<file path="src/rtl/noise_pkg.sv">
// Shared definitions for the Rx noise generator and its statistics monitor.
// Sample width, the three expected sample values, FSM states and bin indices.
package noise_pkg;

    localparam int NOISE_W = 8;

    localparam logic signed [NOISE_W-1:0] NOISE_NEG  = -8'sd1;
    localparam logic signed [NOISE_W-1:0] NOISE_ZERO = 8'sd0;
    localparam logic signed [NOISE_W-1:0] NOISE_POS  = 8'sd1;

    typedef enum logic [1:0] {
        IDLE   = 2'd0,
        ACCUM  = 2'd1,
        REPORT = 2'd2
    } noise_state_e;

    // Bit positions inside the one-hot bin select.
    localparam int BIN_NEG   = 0;
    localparam int BIN_ZERO  = 1;
    localparam int BIN_POS   = 2;
    localparam int BIN_OTHER = 3;

endpackage

</file>
<file path="src/rtl/noise_bin_classify.sv">
// Decodes one noise sample into a one-hot bin select (neg/zero/pos/other).
// Latency: combinational. Backpressure: none, pure decode.
module noise_bin_classify
    import noise_pkg::*;
(
    input  logic signed [NOISE_W-1:0] sample,
    output logic        [3:0]         bin_sel
);

    always_comb begin
        bin_sel = '0;
        if (sample == NOISE_NEG) begin
            bin_sel[BIN_NEG] = 1'b1;
        end else if (sample == NOISE_ZERO) begin
            bin_sel[BIN_ZERO] = 1'b1;
        end else if (sample == NOISE_POS) begin
            bin_sel[BIN_POS] = 1'b1;
        end else begin
            bin_sel[BIN_OTHER] = 1'b1;
        end
    end

endmodule

</file>
<file path="src/rtl/noise_hist.sv">
// Bins WINDOW accepted noise samples into -1/0/+1/other and sums them for DC bias.
// Latency: result_valid 1 clock after the WINDOW-th sample.
// Backpressure: result set held frozen in REPORT until result_ready; samples ignored.
module noise_hist
    import noise_pkg::*;
#(
    parameter int WINDOW = 1024,
    parameter int CNT_W  = $clog2(WINDOW + 1)
) (
    input  logic                      clk,
    input  logic                      rstn,
    input  logic                      start,
    input  logic                      abort,
    input  logic signed [NOISE_W-1:0] noise_in,
    input  logic                      noise_in_valid,
    output logic                      busy,
    output logic        [CNT_W-1:0]   cnt_neg,
    output logic        [CNT_W-1:0]   cnt_zero,
    output logic        [CNT_W-1:0]   cnt_pos,
    output logic        [CNT_W-1:0]   cnt_other,
    output logic signed [CNT_W+7:0]   sum_out,
    output logic                      result_valid,
    input  logic                      result_ready
);

    localparam int                SUM_W    = CNT_W + NOISE_W;
    localparam logic [CNT_W-1:0]  CNT_ONE  = CNT_W'(1);
    localparam logic [CNT_W-1:0]  CNT_LAST = CNT_W'(WINDOW - 1);

    noise_state_e     state, state_nxt;
    logic [CNT_W-1:0] cnt_samp;
    logic [3:0]       bin_sel;
    logic             clr;
    logic             acc_en;

    noise_bin_classify u_classify (
        .sample  (noise_in),
        .bin_sel (bin_sel)
    );

    always_ff @(posedge clk or negedge rstn) begin
        if (!rstn) begin
            state <= IDLE;
        end else begin
            state <= state_nxt;
        end
    end

    always_comb begin
        state_nxt = state;
        clr       = 1'b0;
        acc_en    = 1'b0;
        case (state)
            IDLE: begin
                if (start) begin
                    clr       = 1'b1;
                    state_nxt = ACCUM;
                end
            end
            ACCUM: begin
                if (noise_in_valid) begin
                    acc_en = 1'b1;
                    if (cnt_samp == CNT_LAST) begin
                        state_nxt = REPORT;
                    end
                end
            end
            REPORT: begin
                if (result_ready) begin
                    state_nxt = IDLE;
                end
            end
            default: state_nxt = IDLE;
        endcase
        // Abort overrides everything, including a start in IDLE.
        if (abort) begin
            state_nxt = IDLE;
            clr       = 1'b1;
            acc_en    = 1'b0;
        end
    end

    always_ff @(posedge clk or negedge rstn) begin
        if (!rstn) begin
            cnt_neg   <= '0;
            cnt_zero  <= '0;
            cnt_pos   <= '0;
            cnt_other <= '0;
            cnt_samp  <= '0;
            sum_out   <= '0;
        end else if (clr) begin
            cnt_neg   <= '0;
            cnt_zero  <= '0;
            cnt_pos   <= '0;
            cnt_other <= '0;
            cnt_samp  <= '0;
            sum_out   <= '0;
        end else if (acc_en) begin
            if (bin_sel[BIN_NEG])   cnt_neg   <= cnt_neg + CNT_ONE;
            if (bin_sel[BIN_ZERO])  cnt_zero  <= cnt_zero + CNT_ONE;
            if (bin_sel[BIN_POS])   cnt_pos   <= cnt_pos + CNT_ONE;
            if (bin_sel[BIN_OTHER]) cnt_other <= cnt_other + CNT_ONE;
            cnt_samp <= cnt_samp + CNT_ONE;
            sum_out  <= sum_out + SUM_W'(noise_in);
        end
    end

    assign busy         = (state != IDLE);
    assign result_valid = (state == REPORT);

endmodule

</file>
<file path="config.mk">
export PLATFORM = sky130hd
export DESIGN_NAME = noise_hist
export DESIGN_NICKNAME = d
export VERILOG_FILES = /design/src/rtl/noise_pkg.sv /design/src/rtl/noise_bin_classify.sv /design/src/rtl/noise_hist.sv
export SDC_FILE = /design/constraint.sdc
export NUM_CORES = 1
export LEC_CHECK = 0
export CAP_MARGIN = 20
export CORE_MARGIN = 3
export CORE_UTILIZATION = 40
export CTS_CLUSTER_SIZE = 14
export DETAILED_ROUTE_END_ITERATION = 16
export PLACE_DENSITY_LB_ADDON = 0.3
export REMOVE_ABC_BUFFERS = 1
export SETUP_SLACK_MARGIN = 0.2
export SLEW_MARGIN = 20
export SYNTH_ARGS = -nofsm -noshare
export SYNTH_HDL_FRONTEND = slang
export SYNTH_SLANG_ARGS = --single-unit
export TNS_END_PERCENT = 1
</file>
<file path="constraint.sdc">
create_clock -name clk -period 3.1 [get_ports clk]
set_input_delay 0.62 -clock clk [delete_from_list [all_inputs] [get_ports clk]]
set_output_delay 0.62 -clock clk [all_outputs]
set_load 0.02 [all_outputs]
</file>
# Word-level counts from Yosys, hierarchy flattened
# Index checks and enable logic that the tools add are counted.
# word_totals
output_inout_bits	65
wordCells	69
register_bits	76
# classes
reduce_logical	13
n_addsub	6
muxes	34
n_eq_ne	9
# ops
operator	n
two-way mux 11 bit	14
adder 11 x 1 -> 11 bit, second input constant	5
two-way mux 19 bit	2
adder 19 x 8 -> 19 bit	1
two-way mux 2 bit	6
nonzero test 2 bit	6
equality test 11 x 10 -> 1 bit, second input constant	1
two-way mux 1 bit	10
inequality test 3 bit, second input constant	3
equality test 8 x 1 -> 1 bit, second input constant	1
equality test 8 x 2 -> 1 bit, second input constant	1
logical NOT 8 bit	1
AND reduction 2 bit	4
case mux 2 bit (3 select lines)	1
AND reduction 4 bit	1
two-way mux 3 bit	1
inequality test 3 x 2 -> 1 bit, second input constant	1
equality test 2 x 1 -> 1 bit, second input constant	1
equality test 2 bit, second input constant	1
logical NOT 2 bit	1

# Logic depth before layout (Yosys ltp)
# depth
word_depth	7
depth_mapped	9
mapped_depth_nobuf	9

# By module
# Synthesis repeated with hierarchy kept, for this count alone.
# unflattened
cells_unflattened	493
area_unflattened_um2	4505.6
# by_module_without_submodules
module	cells_each	instances	seq_area_each_um2	area_each_um2
noise_hist	485	1	1901.8	4451.8
noise_bin_classify	8	1	0.0	53.8

# Worst setup path after synthesis
# No wires, ideal clock.
# synth_timing
path_kind	input-to-reg
startpoint	input noise_in[0]
endpoint	register sum_out[14]
n_path_buf	0
t_required_ps	2962
setup_ps	138
arrival_time_ps	2468
path_stages	9
setup_slack_ps	494
path_cell_list	ha_1 > fa_1 > a21oi_1 > nor2_1 > o32ai_2 > a21oi_1 > a31oi_1 > xor2_1 > o22ai_1
# synth_via
elab_chain_cells	3
# synth_lines
element	line_no	text
start, declared	noise_hist.sv:14	input logic signed [NOISE_W-1:0] noise_in,
adder 19 x 8 -> 19 bit	noise_hist.sv:104	sum_out <= sum_out + SUM_W'(noise_in);
two-way mux 19 bit	noise_hist.sv:98	end else if (acc_en) begin
two-way mux 19 bit	noise_hist.sv:91	end else if (clr) begin
end signal, assigned	noise_hist.sv:104	
end, declared	noise_hist.sv:21	output logic signed [CNT_W+7:0] sum_out,
# Every way passes these cells. The select of a mux whose other input is x is not followed.
# A chain may end at the register's enable or synchronous reset.

# Final worst setup path
# layout_timing
startpoint	input noise_in[0]
endpoint	register sum_out[16]
# Same word-level chain as after synthesis.

==> flow_metrics.py <==
metrics = {
    "detailed_routing": {
        "routed_wl_um": 10500,
        "dr_total_vias": 3781,
        "drt_pass1_iterations": 4,
        "postRouteAntennaNets": 0,
        "drt_iter0_drc": 143,
        "drc_errors": 0,
        "via_per_inst": 5.30,
        "drt-wirelength-per-cell_um": 14.7,
    },
    "cts": {
        "cts_tree": "yes",
        "clkSinkCount": 76,
        "cts_resized": 0,
        "cts_hold_buf": 0,
        "clock_path_buffers": 2,
        "htree_levels": 3,
        "clk_latency_ps": 350,
        "cts_root_buffer": "clkbuf_8",
        "numCtsBuffers": 9,
        "clkSlewWorstSetupHoldPaths_ps": 80,
        "postCtsSetupBuffers": 0,
    },
    "setup_path": {
        "critPathCaptureType": "register",
        "cpPeakStageDelay_ps": 450,
        "cp-start-kind": "input port",
        "cp_data_arrival_time_ps": 2970,
        "cp_num_buf_inv": 2,
        "crit_family": "compound AO/OA/AOI/OAI gates",
        "critPathSlowestCell": "clkdlybuf4s50_1",
        "cp_cell_sequence": "clkdlybuf4s50_1 > ha_1 > fa_1 > a21oi_1 > nor2_1 > o32ai_2 > buf_4 > o221ai_1 > xor2_1 > nand2_1 > o21ai_0",
        "crit_path_max_fanout": 3,
        "required_ps": 3330,
        "setup.worst_path.class": "input port to register",
    },
    "floorplanning": {
        "fp.dieArea_um2": 12300,
        "initial_core_util_pct": 42.0,
        "rows": 37,
        "die_h_um": 111,
        "die_w_um": 111,
        "ioPinCount": 79,
        "coreArea_um2": 10500,
    },
    "power": {
        "power_frac_comb_pct": 14.5,
        "power.density_nw_per_um2": 385,
        "netSwitchingPower_uw": 585,
        "seqPwrFrac_pct": 46.4,
        "vdd_drop_max_v": 0.000253,
        "p_int_mw": 1.61,
        "pwr-share-clk_pct": 39.1,
        "p_leak_nw": 2.45,
        "switching_share_pct": 26.6,
    },
    "synthesis": {
        "synthesis.area_um2": 4410,
        "yosysTopAreaCellShare_pct": 43.1,
        "ys.flop_type": "dfrtp_1",
        "avgSynthCellArea_um2": 9.27,
        "synth_cells": 476,
        "seq_area_frac_synth_pct": 43.1,
        "synthArstFlopShare_pct": 100,
        "yosysUniqueCellTypes": 52,
        "synth-seq-cells": 76,
        "synth_edf_count": 0,
        "yosys-top-cells-area": "dfrtp_1, xor2_1, ha_1",
        "yosysTopAreaCell": "dfrtp_1",
        "ys_warn_count": 0,
    },
    "finish": {
        "num_antenna_cells": 0,
        "final_common_cell": "clkdlybuf4s50_1",
        "nNetsFinal": 611,
        "syn_to_final_growth_pct": 29.5,
        "design_area_um2": 5710,
        "layout-drive-gt1-share_pct": 9.69,
        "final-instance-count-excl-fill": 714,
        "final_cell_mix": "clkdlybuf4s50_1, dfrtp_1, nor2_1",
    },
    "global_route": {
        "grt_pass1_vias": 3858,
        "grt_usage_pct": 17.8,
        "grt_pass1_wl_um": 18400,
        "antenna_found_initial": 0,
        "overflow": 0,
        "grt_max_degree": 77,
    },
    "sta": {
        "tns_ps": 0,
        "rsz0062_at_grt": "no",
        "period_minus_slack_ps": 2740,
        "skew_ps": 7.02,
        "timing.fmax_mhz": 364,
        "finalWorstSetupSlack_ps": 356,
        "worst_pin_slew_ps": 962,
        "finalCritPeriodShare_pct": 88.5,
        "final-max-slew-violation-count": 0,
        "setup_viol": 0,
        "relSlewSlack_pct": 35.8,
        "finalHoldViolations": 0,
    },
    "place": {
        "dp_slack_ps": -38.0,
        "place_congestion": 0.896,
        "dp.cells": 698,
        "dpl.hpwl_um": 7740,
        "dpl_cell_area_um2": 5490,
        "io_buffers": 78,
    },
    "job": {
        "cap_violations": 0,
    },
    "status": {
        "status": "finished, final reports clean",
    },
    "worst_hold_path": {
        "hold_path_class": "input port to async pin",
    },
}
[kinds of logic after synthesis]
logic type	count (synthesis)	synth area share, %
xor+xnor	57	11.3
flops	76	43.1
buf+inv	26	2.32
compound gates	96	14.4
simple gates	193	21.0
mux	4	0.936
fa+ha+maj	24	6.97
[cell usage after synthesis (2+ instances only)]
library cell and n:
dfrtp_1 76, nor2_1 62, mux2i_1 3, a21o_1 5, a31oi_1 4, nor3_1 6
a21oi_1 23, o22ai_1 12, o2111ai_1 3, nand3_1 13, o2111ai_2 3, nand2_1 59
buf_1 2, o21a_1 4, a211o_1 3, nand4_1 18, or3_1 7, xnor2_1 16
ha_1 23, a22oi_1 2, xor2_1 41, and3_1 15, a211oi_1 2, clkbuf_1 14
o31ai_1 2, inv_1 8, nor2b_1 3, o21ai_0 23
[state kept, by name, summed over array words and instances (netlist names)]
name,flops
cnt_other,11
sum_out,19
cnt_neg,11
cnt_zero,11
cnt_pos,11
state,2
cnt_samp,11
[metrics by stage]
stage / hold slack, ps / power (mW) / util, %
after floorplan: 324 / 1.21 / -
after global placement: 504 / 1.35 / 52.2
after detailed placement: 520 / 1.36 / 52.2
after CTS: 466 / 2.22 / 54.3
after global routing: 498 / 2.31 / 54.4
final: 407 / 2.20 / 54.4
[final timing paths]
kind	cells after the start	startpoint	slack [ps]	end
min	1	rstn	410	cnt_other[6]
max	11	noise_in[0]	360	sum_out[16]
max reg2reg	10	sum_out[0]	660	sum_out[16]
min reg2reg	1	cnt_samp[0]	530	cnt_samp[0]
max in group asynchronous	1	rstn	2050	cnt_neg[9]
min in group clk	1	cnt_samp[0]	530	cnt_samp[0]
[power by group through the flow]
stage / registers, mW / logic (mW) / clock network [mW]
finish: 1.02 / 0.318 / 0.860
global route: 1.02 / 0.355 / 0.927
CTS: 1.02 / 0.320 / 0.879
detailed placement: 1.04 / 0.318 / 0
global placement: 1.04 / 0.314 / 0
floorplan: 1.05 / 0.159 / 0
[routing by layer]
layer / share of wire (%) / wire [um] / global-route usage (%)
met1: 45 / 4730 / 22.2
met2: 50 / 5280 / 31.4
met3: 3.4 / 361 / 4.20
met4: 1.5 / 153 / 3.97
met5: 0 / 0 / 0
[final cells by class]
cell class | count | area [um2]
fillers | 984 | 4790
multi-input cells | 374 | 2410
flip-flops and latches | 76 | 1900
repair buffers | 104 | 973
well taps | 136 | 170
clock buffers | 11 | 141
clock inverters | 5 | 83.8
inverters | 8 | 30.0
[worst register-to-register path, delay by kind of cell, from the launching register on]
kind	cells	cell delay (ps)
buf+inv	1	200
fa+ha+maj	2	610
simple gates	2	170
xor+xnor	1	160
flops	1	430
compound gates	4	750
(Power assumes the default switching activity.)
